### src/rtl/pdm_beam_pkg.sv
// rtl/pdm_beam_pkg.sv - shared types and default sizing for the beam scan controller
package pdm_beam_pkg;

  localparam int DEF_MAX_LAG = 7;
  localparam int DEF_EW      = 16;
  localparam int DEF_LW      = $clog2(DEF_MAX_LAG + 1) + 1;
  localparam int N_LAGS      = 2 * DEF_MAX_LAG + 1;

  typedef enum logic [2:0] {
    IDLE,
    CLEAR,
    INTEG,
    SETTLE,
    CAPTURE,
    DONE
  } scan_state_t;

  typedef logic signed [DEF_LW-1:0] lag_t;
  typedef logic signed [DEF_EW-1:0] energy_t;

endpackage

### src/rtl/beam_scan_ctrl_if.sv
// rtl/beam_scan_ctrl_if.sv - host, PDM and accumulator signals of the beam scan controller
interface beam_scan_ctrl_if #(
  parameter int WINDOW_SIZE = 16,
  parameter int MAX_LAG     = 7,
  parameter int EW          = 16
);
  localparam int PW = $clog2(WINDOW_SIZE);
  localparam int LW = $clog2(MAX_LAG + 1) + 1;

  logic                 start;
  logic                 abort;
  logic                 pdm_valid;
  logic signed [EW-1:0] energy_in;
  logic [PW-1:0]        pos_1;
  logic [PW-1:0]        pos_2;
  logic                 acc_clr;
  logic                 acc_en;
  logic                 busy;
  logic                 done;
  logic signed [LW-1:0] best_lag;
  logic signed [EW-1:0] best_energy;

  modport master (
    input  start, abort, pdm_valid, energy_in,
    output pos_1, pos_2, acc_clr, acc_en, busy, done, best_lag, best_energy
  );

  modport slave (
    output start, abort, pdm_valid, energy_in,
    input  pos_1, pos_2, acc_clr, acc_en, busy, done, best_lag, best_energy
  );

endinterface

### src/rtl/beam_scan_ctrl_peak_hold.sv
// rtl/beam_scan_ctrl_peak_hold.sv - keeps the highest signed energy seen in a scan and its lag
module peak_hold #(
  parameter int LW = 4,
  parameter int EW = 16
) (
  input  logic                 s_clk,
  input  logic                 n_rst,
  input  logic                 load,
  input  logic                 first,
  input  logic signed [LW-1:0] lag_in,
  input  logic signed [EW-1:0] energy_in,
  output logic signed [LW-1:0] best_lag,
  output logic signed [EW-1:0] best_energy
);

  // Strict greater-than: on a tie the earlier (more negative) lag is kept.
  always_ff @(posedge s_clk) begin
    if (n_rst) begin
      best_lag    <= '0;
      best_energy <= '0;
    end else if (load && (first || (energy_in > best_energy))) begin
      best_lag    <= lag_in;
      best_energy <= energy_in;
    end
  end

endmodule

### src/rtl/beam_scan_ctrl.sv
// rtl/beam_scan_ctrl.sv - steps the delay-sum taps through every lag and reports the peak-energy lag
module beam_scan_ctrl
  import pdm_beam_pkg::*;
#(
  parameter int WINDOW_SIZE = 16,
  parameter int MAX_LAG     = 7,
  parameter int INTEG_LEN   = 1024,
  parameter int EW          = 16
) (
  input  logic          s_clk,
  input  logic          n_rst,
  beam_scan_ctrl_if.master bus
);

  localparam int PW = $clog2(WINDOW_SIZE);
  localparam int LW = $clog2(MAX_LAG + 1) + 1;
  localparam logic signed [LW-1:0] LAG_FIRST = LW'(-MAX_LAG);
  localparam logic signed [LW-1:0] LAG_LAST  = LW'(MAX_LAG);
  localparam logic [16:0]          CNT_LAST  = 17'(INTEG_LEN);

  generate
    if (2 * MAX_LAG + 1 > WINDOW_SIZE) begin : g_bad_lag
      $error("beam_scan_ctrl: 2*MAX_LAG+1 exceeds WINDOW_SIZE");
    end
    if (INTEG_LEN < 1 || INTEG_LEN > 65535) begin : g_bad_len
      $error("beam_scan_ctrl: INTEG_LEN out of range 1..65535");
    end
  endgenerate

  scan_state_t          state, state_n;
  logic signed [LW-1:0] lag, lag_n;
  logic [15:0]          cnt;
  logic                 cnt_hit;
  logic                 busy_c;
  logic [PW-1:0]        tap_n;

  assign cnt_hit = bus.pdm_valid && (({1'b0, cnt} + 17'd1) == CNT_LAST);
  assign tap_n   = PW'(MAX_LAG + int'(lag_n));

  always_ff @(posedge s_clk) begin
    if (n_rst) begin
      state     <= IDLE;
      lag       <= '0;
      cnt       <= '0;
      bus.pos_1 <= PW'(MAX_LAG);
      bus.pos_2 <= PW'(MAX_LAG);
    end else begin
      state <= state_n;
      lag   <= lag_n;
      if (state == CLEAR)
        cnt <= '0;
      else if (state == INTEG && bus.pdm_valid)
        cnt <= cnt + 16'd1;
      // Taps are loaded on entry so they already match the new lag during CLEAR.
      if (state_n == CLEAR) begin
        bus.pos_1 <= PW'(MAX_LAG);
        bus.pos_2 <= tap_n;
      end
    end
  end

  always_comb begin
    state_n     = state;
    lag_n       = lag;
    busy_c      = 1'b0;
    bus.acc_clr = 1'b0;
    bus.acc_en  = 1'b0;
    bus.done    = 1'b0;
    case (state)
      IDLE: begin
        if (bus.start && !bus.abort) begin
          state_n = CLEAR;
          lag_n   = LAG_FIRST;
        end
      end
      CLEAR: begin
        busy_c      = 1'b1;
        bus.acc_clr = 1'b1;
        state_n     = INTEG;
      end
      INTEG: begin
        busy_c     = 1'b1;
        bus.acc_en = 1'b1;
        if (cnt_hit)
          state_n = SETTLE;
      end
      SETTLE: begin
        busy_c  = 1'b1;
        state_n = CAPTURE;
      end
      CAPTURE: begin
        busy_c = 1'b1;
        if (lag == LAG_LAST) begin
          state_n = DONE;
        end else begin
          lag_n   = lag + LW'(1);
          state_n = CLEAR;
        end
      end
      DONE: begin
        bus.done = 1'b1;
        if (bus.start) begin
          state_n = CLEAR;
          lag_n   = LAG_FIRST;
        end else begin
          state_n = IDLE;
        end
      end
      default: state_n = IDLE;
    endcase
    if (busy_c && bus.abort) begin
      state_n = IDLE;
      lag_n   = lag;
    end
  end

  assign bus.busy = busy_c;

  peak_hold #(
    .LW(LW),
    .EW(EW)
  ) u_peak_hold (
    .s_clk      (s_clk),
    .n_rst      (n_rst),
    .load       ((state == CAPTURE) && !bus.abort),
    .first      (lag == LAG_FIRST),
    .lag_in     (lag),
    .energy_in  (bus.energy_in),
    .best_lag   (bus.best_lag),
    .best_energy(bus.best_energy)
  );

endmodule

### src/flat_wrapper.sv
// flat-port wrapper written by rule: the top's interface ports become plain ports
module beam_scan_ctrl_flat import pdm_beam_pkg::*;
#(
  parameter int WINDOW_SIZE = 16,
  parameter int MAX_LAG     = 7,
  parameter int INTEG_LEN   = 1024,
  parameter int EW          = 16
)
  (s_clk, n_rst, bus_start, bus_abort, bus_pdm_valid, bus_energy_in, bus_pos_1, bus_pos_2, bus_acc_clr, bus_acc_en, bus_busy, bus_done, bus_best_lag, bus_best_energy);
  beam_scan_ctrl_if #(.WINDOW_SIZE(WINDOW_SIZE), .MAX_LAG(MAX_LAG), .EW(EW)) bus_i ();
  input  logic s_clk;
  input  logic n_rst;
  input wire logic [$bits(bus_i.start)-1:0] bus_start;
  input wire logic [$bits(bus_i.abort)-1:0] bus_abort;
  input wire logic [$bits(bus_i.pdm_valid)-1:0] bus_pdm_valid;
  input wire logic [$bits(bus_i.energy_in)-1:0] bus_energy_in;
  output wire logic [$bits(bus_i.pos_1)-1:0] bus_pos_1;
  output wire logic [$bits(bus_i.pos_2)-1:0] bus_pos_2;
  output wire logic [$bits(bus_i.acc_clr)-1:0] bus_acc_clr;
  output wire logic [$bits(bus_i.acc_en)-1:0] bus_acc_en;
  output wire logic [$bits(bus_i.busy)-1:0] bus_busy;
  output wire logic [$bits(bus_i.done)-1:0] bus_done;
  output wire logic [$bits(bus_i.best_lag)-1:0] bus_best_lag;
  output wire logic [$bits(bus_i.best_energy)-1:0] bus_best_energy;
  assign bus_i.start = bus_start;
  assign bus_i.abort = bus_abort;
  assign bus_i.pdm_valid = bus_pdm_valid;
  assign bus_i.energy_in = bus_energy_in;
  assign bus_pos_1 = bus_i.pos_1;
  assign bus_pos_2 = bus_i.pos_2;
  assign bus_acc_clr = bus_i.acc_clr;
  assign bus_acc_en = bus_i.acc_en;
  assign bus_busy = bus_i.busy;
  assign bus_done = bus_i.done;
  assign bus_best_lag = bus_i.best_lag;
  assign bus_best_energy = bus_i.best_energy;
  beam_scan_ctrl #(.WINDOW_SIZE(WINDOW_SIZE), .MAX_LAG(MAX_LAG), .INTEG_LEN(INTEG_LEN), .EW(EW)) u_core (.s_clk(s_clk), .n_rst(n_rst), .bus(bus_i));
endmodule
### config.mk
export PLATFORM = sky130hd
export DESIGN_NAME = beam_scan_ctrl_flat
export DESIGN_NICKNAME = d
export VERILOG_FILES = /design/src/rtl/pdm_beam_pkg.sv /design/src/rtl/beam_scan_ctrl_if.sv /design/src/rtl/beam_scan_ctrl_peak_hold.sv /design/src/rtl/beam_scan_ctrl.sv /design/src/flat_wrapper.sv
export SDC_FILE = /design/constraint.sdc
export NUM_CORES = 1
export LEC_CHECK = 0
export CAP_MARGIN = 20
export CORE_UTILIZATION = 45
export CTS_BUF_LIST = sky130_fd_sc_hd__clkbuf_2
export CTS_CLUSTER_DIAMETER = 80
export DETAILED_ROUTE_END_ITERATION = 10
export PLACE_DENSITY = 0.7
export SYNTH_ARGS = -nofsm -noshare
export SYNTH_HDL_FRONTEND = slang
export SYNTH_HIERARCHICAL = 1
export SYNTH_SLANG_ARGS = --single-unit
### constraint.sdc
create_clock -name s_clk -period 6.5 [get_ports s_clk]
set_input_delay 0.975 -clock s_clk [delete_from_list [all_inputs] [get_ports s_clk]]
set_output_delay 0.975 -clock s_clk [all_outputs]
set_load 0.01 [all_outputs]
==> Word-level counts from Yosys, hierarchy flattened <==
Index checks and enable logic that the tools add are counted.
{ "totals": {"reg_bits": 47, "inputBits": 21} }
{ "op_classes": {"addsub": 4, "magnitude_cmp": 1, "eq_ne": 9, "n_mux": 15, "reduce_logical": 11} }
{ "op_table": {"columns": ["operator", "count"], "rows": [
  ["one-hot mux 3 bit (6 select lines)", 1],
  ["adder 16 x 1 -> 17 bit (second input constant)", 1],
  ["== test 17 x 11 -> 1 bit (second input constant)", 1],
  ["adder 16 x 1 -> 16 bit (second input constant)", 1],
  ["greater-than comparator 16 bit", 1],
  ["2-to-1 mux 4 bit", 4],
  ["2-to-1 mux 3 bit", 4],
  ["one-hot mux 4 bit (3 select lines)", 1],
  ["== test 4 bit (second input constant)", 2],
  ["== test 3 x 1 -> 1 bit (second input constant)", 2],
  ["== test 3 x 2 -> 1 bit (second input constant)", 2],
  ["== test 3 bit (second input constant)", 2],
  ["logical AND 1 bit", 6],
  ["2-to-1 mux 1 bit", 5],
  ["adder 4 x 2 -> 4 bit (second input constant)", 1],
  ["adder 4 bit (first input constant)", 1],
  ["OR reduction 4 bit", 1],
  ["logical NOT 3 bit", 1],
  ["OR reduction 2 bit", 1],
  ["logical NOT 1 bit", 1],
  ["logical OR 1 bit", 1]
]} }

==> Depth between registers and ports, before layout <==
Gate-level depths: netlist (run 1).
{ "logic_depth": {"word_depth": 7, "ltp_mapped": 10} }

==> Modules after synthesis <==
The synthesis (run 1) kept the hierarchy.
{ "by_module_without_submodules": {"columns": ["mod", "instances", "cells_per_inst", "area_per_inst_um2", "seq_area_each_um2"], "rows": [
  ["beam_scan_ctrl", 1, 208, 1660.3, 540.5],
  ["peak_hold", 1, 150, 1356.3, 400.4]
]} }

==> Worst setup path before layout (run 1) <==
No wires, ideal clock.
{ "synth_path": {"path_type": "input -> register", "from": "input port bus_abort", "to": "register u_core.u_peak_hold.best_energy[12]", "setup_time_ns": 0.070, "arrival_time_ns": 3.101, "required_time_ns": 6.430, "setup_slack_ns": 3.328, "stages": 9, "cell_sequence": "clkbuf_1 or4b_2 inv_1 o41ai_4 o31ai_1 buf_2 clkbuf_1 o31ai_1 a21oi_1"} }
{ "synth_via": {"elab_chain_cells": 3} }
{ "synth_lines": {"columns": ["element", "line", "rtl"], "rows": [
  ["from (decl)", "flat_wrapper.sv:14", "input wire logic [$bits(bus_i.abort)-1:0] bus_abort;"],
  ["logical NOT 1 bit", "beam_scan_ctrl.sv:125", ".load ((state == CAPTURE) && !bus.abort),"],
  ["logical AND 1 bit", "beam_scan_ctrl.sv:125", null],
  ["logical AND 1 bit", "beam_scan_ctrl_peak_hold.sv:21", "end else if (load && (first || (energy_in > best_energy))) begin"],
  ["to (signal assigned)", "beam_scan_ctrl_peak_hold.sv:23", "best_energy <= energy_in;"],
  ["to (decl)", "beam_scan_ctrl_peak_hold.sv:13", "output logic signed [EW-1:0] best_energy"]
]} }
No other way between the ends.
A chain may end at the register's enable or synchronous reset.

==> Worst setup path after layout (run 1) <==
{ "layout_path": {"from": "input port bus_energy_in[9]", "to": "register u_core.u_peak_hold.best_energy[3]"} }
{ "layout_via": {"elab_chain_cells": 3} }
{ "layout_lines": {"columns": ["element", "line", "rtl"], "rows": [
  ["from (decl)", "flat_wrapper.sv:16", "input wire logic [$bits(bus_i.energy_in)-1:0] bus_energy_in;"],
  ["greater-than comparator 16 bit", "beam_scan_ctrl_peak_hold.sv:21", null],
  ["logical OR 1 bit", "beam_scan_ctrl_peak_hold.sv:21", null],
  ["logical AND 1 bit", "beam_scan_ctrl_peak_hold.sv:21", null]
]} }
No other way between the ends.

==> results_dict.tcl, run 1 <==
set metrics [dict create \
    cts_made_buffers 5 \
    startpoint_type "input port" \
    setup_crit_end_kind "register" \
    drt_drc_violations_left 16 \
    count_of_flip_flops_with_a_built_in_enable_after_synthesis 0 \
    die_span_in_y_um 83.88 \
    timing.slew.headroom_pct 27.67 \
    timing.final.max_slew_violations 0 \
    clock_latency_on_the_worst_skew_pair_ps 430 \
    pin_count 53 \
    swShare_pct 27.75 \
    cts.htree.levels 2 \
    drt-initial-drc-count 89 \
    violations "design-rule violations" \
    final_net_count 433 \
    insertedDiodeCount 0 \
    cts_root_buffer "sky130_fd_sc_hd__clkbuf_2" \
    num-fill-cells 620 \
    placeableCoreArea_sq_mm 0.006422 \
    power.clock.fraction_pct 24.9 \
    synthesis.area_sq_mm 0.003017 \
    worst_ep_required_time_ps 6860 \
    most_used_standard_cell_by_instance_count_after_synthesis "sky130_fd_sc_hd__dfxtp_1" \
    fin_crit_ps 3731 \
    drive_above_1_share_pct 7.125 \
    post_cts.repair.setup_buffers 0 \
    syn_area_per_cell_sq_um 8.426 \
    synth_top_family_by_area "simple AND/OR/NAND/NOR gates" \
    grt_util_all_layers_pct 18.33 \
    synth_largest_area_cell "sky130_fd_sc_hd__dfxtp_1" \
    path_clk_slew_ps 220 \
    yosys_register_bits 47 \
    worst_clock_skew_ps 31.08 \
    cts_max_path_buffers 2 \
    tritoncts "built" \
    internal-power_uw 350.6 \
    gp_routability_congestion 0.7892 \
    synth_top_cell_area_share_pct 31.19 \
    synth_fa_ha_area_share_pct 8.295 \
    worst_ir_drop_on_vdd_uv 107.5 \
    max_cap_violations 0 \
    muxShareOfSynthArea_pct 2.364 \
    totalPowerFinal_uw 485.2 \
    setup.worst_path.class "input port to register" \
    critPathArrivalTime_ps 4090 \
    num_rows 29 \
    synth_top_cells_by_count "sky130_fd_sc_hd__dfxtp_1 (47), sky130_fd_sc_hd__a21oi_1 (31), sky130_fd_sc_hd__nor2_1 (30)" \
    power.net_switching_uw 134.6 \
    p_leak_uw 0.001292 \
    route.antenna.remaining_nets 0 \
    rsz_0062_raised_after_global_routing "no" \
    r2r_slack_ps 3360 \
    synth_xor_xnor_area_share_pct 5.226 \
    effective_utilization_at_floorplan_pct 46.97 \
    die_width_um 83.88 \
    synth-compound-area-share_pct 17.96 \
    run_status "complete, but fails checks" \
    syn_inst 358 \
    flow.area_growth_from_synthesis_pct 17.38 \
    ys.warnings.count 6 \
    ys_seq_area_share_pct 31.19 \
    fp.dieArea_sq_mm 0.007035 \
    drt-pass1-iter-count 7 \
    max_slew.worst_pin.slew_ps 1085 \
    synth_top_cells_by_area "sky130_fd_sc_hd__dfxtp_1 (31%), sky130_fd_sc_hd__ha_1 (8.3%), sky130_fd_sc_hd__a21oi_1 (5.1%)" \
    wl_met2_mm 2.773 \
    synth_cell_type_count 59 \
    route.layer.met1.wl_mm 3.019 \
    final_worst_path_cycle_share_pct 57.40 \
    pwr-share-comb_pct 13.6 \
    grt_overflow 0 \
    cts_repair_resize_count 0 \
    ctsHoldBuffers 0 \
    postSynth.topFlopCell "sky130_fd_sc_hd__dfxtp_1" \
    hold_path.class "register to register" \
    detail_route.wl_per_cell_um 13.25 \
    setup_viol_count_final 0 \
    power_density_mw_per_mm2 137.0 \
    p_seq_share_pct 61.5 \
    via_per_inst 5.581 \
    dpl.hpwl_mm 4.409 \
    port-buffer-count 48 \
    numClockSinks 47 \
    async_sr_flop_fraction_pct 0 \
    pin_count_of_the_biggest_net_entering_global_routing 38 \
    final_hold_viol_count 0 \
    dr_wl_met3_um 345 \
    max_freq_ghz 0.2680 \
    worstPathMaxFanout 18 \
    routed_wirelength_mm 6.229 \
    fin_setup_tns_ps 0 \
    number_of_global_route_vias_before_repair 2329 \
    synthSimpleGateAreaFrac_pct 27.04 \
    detailroute.via_count 2623 \
    grt_antenna_before_repair 0 \
    highest-signal-layer "met4" \
    wire_length_of_the_first_global_routing_pass_mm 10.66 \
]
## placed cells by master, fill, tap and decap left out, types with 3 or more instances in the layout
cell                              Yosys  final
sky130_fd_sc_hd__o21ai_0              6      6
sky130_fd_sc_hd__mux2i_1              6      6
sky130_fd_sc_hd__buf_4                4      3
sky130_fd_sc_hd__clkinv_2             0      3
sky130_fd_sc_hd__nand3_1             11     11
sky130_fd_sc_hd__xor2_1              14     14
sky130_fd_sc_hd__ha_1                20     20
sky130_fd_sc_hd__o31ai_1             19     18
sky130_fd_sc_hd__xnor2_1              4      4
sky130_fd_sc_hd__nand4_1              6      6
sky130_fd_sc_hd__clkdlybuf4s50_1      0     48
sky130_fd_sc_hd__a211oi_1             3      3
sky130_fd_sc_hd__or4_1               15     15
sky130_fd_sc_hd__nand3b_1             3      3
sky130_fd_sc_hd__nand2b_1            12     12
sky130_fd_sc_hd__nor2b_1              3      3
sky130_fd_sc_hd__dfxtp_1             47     47
sky130_fd_sc_hd__nor2_1              30     30
sky130_fd_sc_hd__a21oi_1             31     31
sky130_fd_sc_hd__nor3b_1              3      3
sky130_fd_sc_hd__inv_1               21     21
sky130_fd_sc_hd__and3_1               5      5
sky130_fd_sc_hd__nor3_1               9      9
sky130_fd_sc_hd__conb_1               2      4
sky130_fd_sc_hd__clkbuf_2             0      5
sky130_fd_sc_hd__nand2_1             21     21
## registers in the layout, indices dropped and copies added (netlist names)
register,flops
u_core/cnt,16
u_core/u_peak_hold/best_energy,16
u_core/bus.pos_2,4
u_core/lag,4
u_core/u_peak_hold/best_lag,4
u_core/state,3
## cell type report
| type | count | area (sq um) | area share, % |
|---|---|---|---|
| Multi-Input combinational cell | 265 | 1878 | 53.04 |
| Sequential cell | 47 | 940.9 | 26.57 |
| Timing Repair Buffer | 51 | 503.0 | 14.20 |
| Tap cell | 77 | 96.34 | 2.721 |
| Inverter | 22 | 82.58 | 2.332 |
| Clock buffer | 5 | 25.02 | 0.7067 |
| Clock inverter | 3 | 15.01 | 0.4240 |
## power by group through the flow
| stage | Sequential (uW) | Combinational, uW | Clock (uW) |
|---|---|---|---|
| finish | 298 | 65.9 | 121 |
| global route | 300 | 73.6 | 141 |
| CTS | 298 | 66.4 | 129 |
| detailed placement | 303 | 65.8 | 0 |
| global placement | 304 | 65.6 | 0 |
| floorplan | 302 | 40.3 | 0 |
## cells by family (layout without fill, tap and decap cells)
family | count (synthesis) | after routing
adders and majority gates | 20 | 20
DFF | 47 | 47
AOI/OAI and AO/OA | 80 | 80
other | 2 | 4
xor gates and xnor gates | 18 | 18
buffers and inverters | 48 | 81
muxes | 7 | 7
and+or+nand+nor | 136 | 136
## path summary, 6_finish.rpt
path / cells past startpoint / end / startpoint
max reg2reg: 9 / u_core/u_peak_hold/best_energy[3] / u_core/u_peak_hold/best_energy[9]
min reg2reg: 2 / u_core/u_peak_hold/best_lag[1] / u_core/u_peak_hold/best_lag[1]
min: 2 / u_core/u_peak_hold/best_lag[1] / u_core/u_peak_hold/best_lag[1]
max: 9 / u_core/u_peak_hold/best_energy[3] / bus_energy_in[9]
## critical path: stages
cell	delay, ps
sky130_fd_sc_hd__clkdlybuf4s50_1	440
sky130_fd_sc_hd__ha_1	350
sky130_fd_sc_hd__a21o_1	170
sky130_fd_sc_hd__a221o_1	310
sky130_fd_sc_hd__a211oi_1	440
sky130_fd_sc_hd__nor3b_2	760
sky130_fd_sc_hd__buf_4	350
sky130_fd_sc_hd__o31ai_1	100
sky130_fd_sc_hd__a21oi_1	190
## per-layer routing
metal,vias to the layer above,GRT usage [%]
met3,8,3.462
met1,1202,24.69
met2,62,29.66
met4,0,5.643
met5,-,0
li1,1351,-
## through the flow
| step | instance area (sq um) | setup slack [ps] | hold WS [ps] | instances | util, % |
|---|---|---|---|---|---|
| 2_1_floorplan | 3024 | 3328 | 479.3 | 360 | - |
| 3_3_place_gp | 3501 | 2418 | 448.1 | 462 | 54.51 |
| 3_5_place_dp | 3501 | 2325 | 453.4 | 462 | 54.51 |
| 4_1_cts | 3541 | 2804 | 505.8 | 470 | 55.13 |
| 5_1_grt | 3541 | 2601 | 517.7 | 470 | 55.13 |
| 6_report | 3541 | 2769 | 495.5 | 470 | 55.13 |
Note: power is estimated with default switching activity, not from simulation.
==> inputs of run 2 (changes only) <==
==> constraint.sdc (replaced) <==
create_clock -name s_clk -period 3.8 [get_ports s_clk]
set_input_delay 0.57 -clock s_clk [delete_from_list [all_inputs] [get_ports s_clk]]
set_output_delay 0.57 -clock s_clk [all_outputs]
set_load 0.01 [all_outputs]
==> run 2 against run 1 <==
  * The run still ends with design-rule violations left
  * Clock power is 68% higher
  * Design area is 0.88% higher
  * Non-clock buffer count is 4 higher
  * Sequential power is 71% higher
  * Die area stayed put
  * Highest routed layer unchanged
  * Combinational power is 73% higher
  * Global-route usage is 0.14 points higher
  * Total power is 70% higher
  * Final cell count is 0.85% higher
==> results_dict.tcl, run 2 (synthesis gave the netlist of run 1 again) <==
set metrics [dict create \
    run_status "complete, but fails checks" \
    violations "design-rule violations" \
    gp_routability_congestion 0.7580 \
    route.antenna.remaining_nets 0 \
    clock_latency_on_the_worst_skew_pair_ps 420 \
    worst_ep_required_time_ps 4170 \
    pin_count_of_the_biggest_net_entering_global_routing 38 \
    tritoncts "built" \
    detail_route.wl_per_cell_um 13.37 \
    setup_crit_end_kind "register" \
    fin_crit_ps 3049 \
    cts_made_buffers 5 \
    power.clock.fraction_pct 24.6 \
    pin_count 53 \
    cts.htree.levels 2 \
    cts_repair_resize_count 0 \
    flow.area_growth_from_synthesis_pct 18.42 \
    max_stage_delay_cell_worst_path "sky130_fd_sc_hd__o41ai_4" \
    post_cts.repair.setup_buffers 0 \
    timing.final.max_slew_violations 0 \
    drt-pass1-iter-count 7 \
    final_worst_path_cycle_share_pct 80.23 \
    critical_path.n_buffers_inverters 3 \
    num_rows 29 \
    finish.instance_area_sq_mm 0.003572 \
    max_slew.worst_pin.slew_ps 1074 \
    hold_path.class "register to register" \
    drt_drc_violations_left 16 \
    pwr-share-comb_pct 13.8 \
    p_seq_share_pct 61.6 \
    path_clk_slew_ps 240 \
    path_cells "clkdlybuf4s50_1 -> ha_1 -> and4_4 -> nand4_4 -> o41ai_4 -> a2111oi_4 -> buf_6 -> buf_4 -> or4_1 -> a21oi_1" \
    final_common_cell "sky130_fd_sc_hd__clkdlybuf4s50_1" \
    drt-initial-drc-count 97 \
    r2r_slack_ps 930 \
    setup.worst_path.class "input port to register" \
    cts_root_buffer "sky130_fd_sc_hd__clkbuf_2" \
    worst_ir_drop_on_vdd_uv 116.3 \
    p_leak_uw 0.001310 \
    grt_antenna_before_repair 0 \
    wire_length_of_the_first_global_routing_pass_mm 10.82 \
    placed_area_sq_mm 0.003523 \
    port-buffer-count 48 \
    max_cap_violations 0 \
    power.net_switching_uw 224.8 \
    hold-path-cell-count 1 \
    totalPowerFinal_uw 827.1 \
    cts_max_path_buffers 2 \
    top_regs "u_core/cnt x16, u_core/u_peak_hold/best_energy x16" \
    placeableCoreArea_sq_mm 0.006422 \
    fp.dieArea_sq_mm 0.007035 \
    effective_utilization_at_floorplan_pct 46.97 \
    via_per_inst 5.593 \
    final_net_count 437 \
    worst_clock_skew_ps 16.24 \
    drive_above_1_share_pct 7.557 \
    worst_path_largest_cell_delay_ps 520 \
    final_hold_viol_count 0 \
    critical_path.top_delay_family "simple AND/OR/NAND/NOR gates" \
    critical_path_cell_count 10 \
    number_of_global_route_vias_before_repair 2476 \
    dpl.hpwl_mm 4.458 \
    timing.slew.headroom_pct 28.39 \
    insertedDiodeCount 0 \
    routed_wirelength_mm 6.339 \
    swShare_pct 27.18 \
    internal-power_uw 602.3 \
    most-common-layout-cells "sky130_fd_sc_hd__clkdlybuf4s50_1 (48), sky130_fd_sc_hd__dfxtp_1 (47), sky130_fd_sc_hd__a21oi_1 (31)" \
    ff2ff_path_depth 6 \
    startpoint_type "input port" \
    numClockSinks 47 \
    max_freq_ghz 0.3280 \
    detailroute.via_count 2651 \
    postLayoutCoreUtil_pct 55.62 \
    fin_setup_tns_ps 0 \
    grt_overflow 0 \
    power_density_mw_per_mm2 231.5 \
    critPathArrivalTime_ps 3420 \
    ctsHoldBuffers 0 \
    die_span_in_y_um 83.88 \
    grt_util_all_layers_pct 18.47 \
    worstPathMaxFanout 15 \
    setup_viol_count_final 0 \
    rsz_0062_raised_after_global_routing "no" \
    die_width_um 83.88 \
]
[run 2: cell count changes in the layout (fill, tap and decap cells not counted)]
cell,previous run,this run
sky130_fd_sc_hd__buf_4,3,6
sky130_fd_sc_hd__buf_6,0,1
sky130_fd_sc_hd__clkinv_1,0,2
sky130_fd_sc_hd__clkinv_2,3,0
sky130_fd_sc_hd__clkbuf_2,5,6
[run 2: worst paths after layout]
path | from | to
hold / removal | u_core/bus.pos_2[1] | u_core/bus.pos_2[1]
hold reg to reg | u_core/bus.pos_2[1] | u_core/bus.pos_2[1]
setup reg to reg | u_core/state[0] | u_core/u_peak_hold/best_lag[3]
setup / recovery | bus_energy_in[15] | u_core/u_peak_hold/best_energy[6]
[run 2: power groups by stage]
| stage | Clock, uW | Sequential (uW) | Combinational (uW) |
|---|---|---|---|
| after floorplan | 0 | 517 | 68.9 |
| after global placement | 0 | 519 | 113 |
| after detailed placement | 0 | 519 | 113 |
| after CTS | 214 | 510 | 114 |
| after global routing | 237 | 512 | 125 |
| final | 203 | 510 | 114 |
[run 2: area by class of cell]
class	instances	area [sq um]
fillers	609	2850
multi-input cells	265	1878
flip-flops and latches	47	940.9
repair buffers	55	536.8
well taps	77	96.34
inverters	22	82.58
clock buffers	6	30.03
clock inverters	2	7.507
[run 2: through the flow]
step | instances | hold WS (ps) | setup slack [ps]
6_report | 474 | 496.0 | 751.2
5_1_grt | 474 | 529.0 | 637.1
4_1_cts | 473 | 507.8 | 680.3
3_5_place_dp | 465 | 453.9 | 227.1
3_3_place_gp | 465 | 447.5 | 333.7
2_1_floorplan | 360 | 479.3 | 1033
[run 2: metal layers]
metal | up-vias | global-route usage, % | wire length (um)
li1 | 1357 | - | -
met1 | 1221 | 23.80 | 3084
met3 | 8 | 3.858 | 298
met4 | 0 | 5.172 | 78
met5 | - | 0 | 0
met2 | 65 | 31.15 | 2878
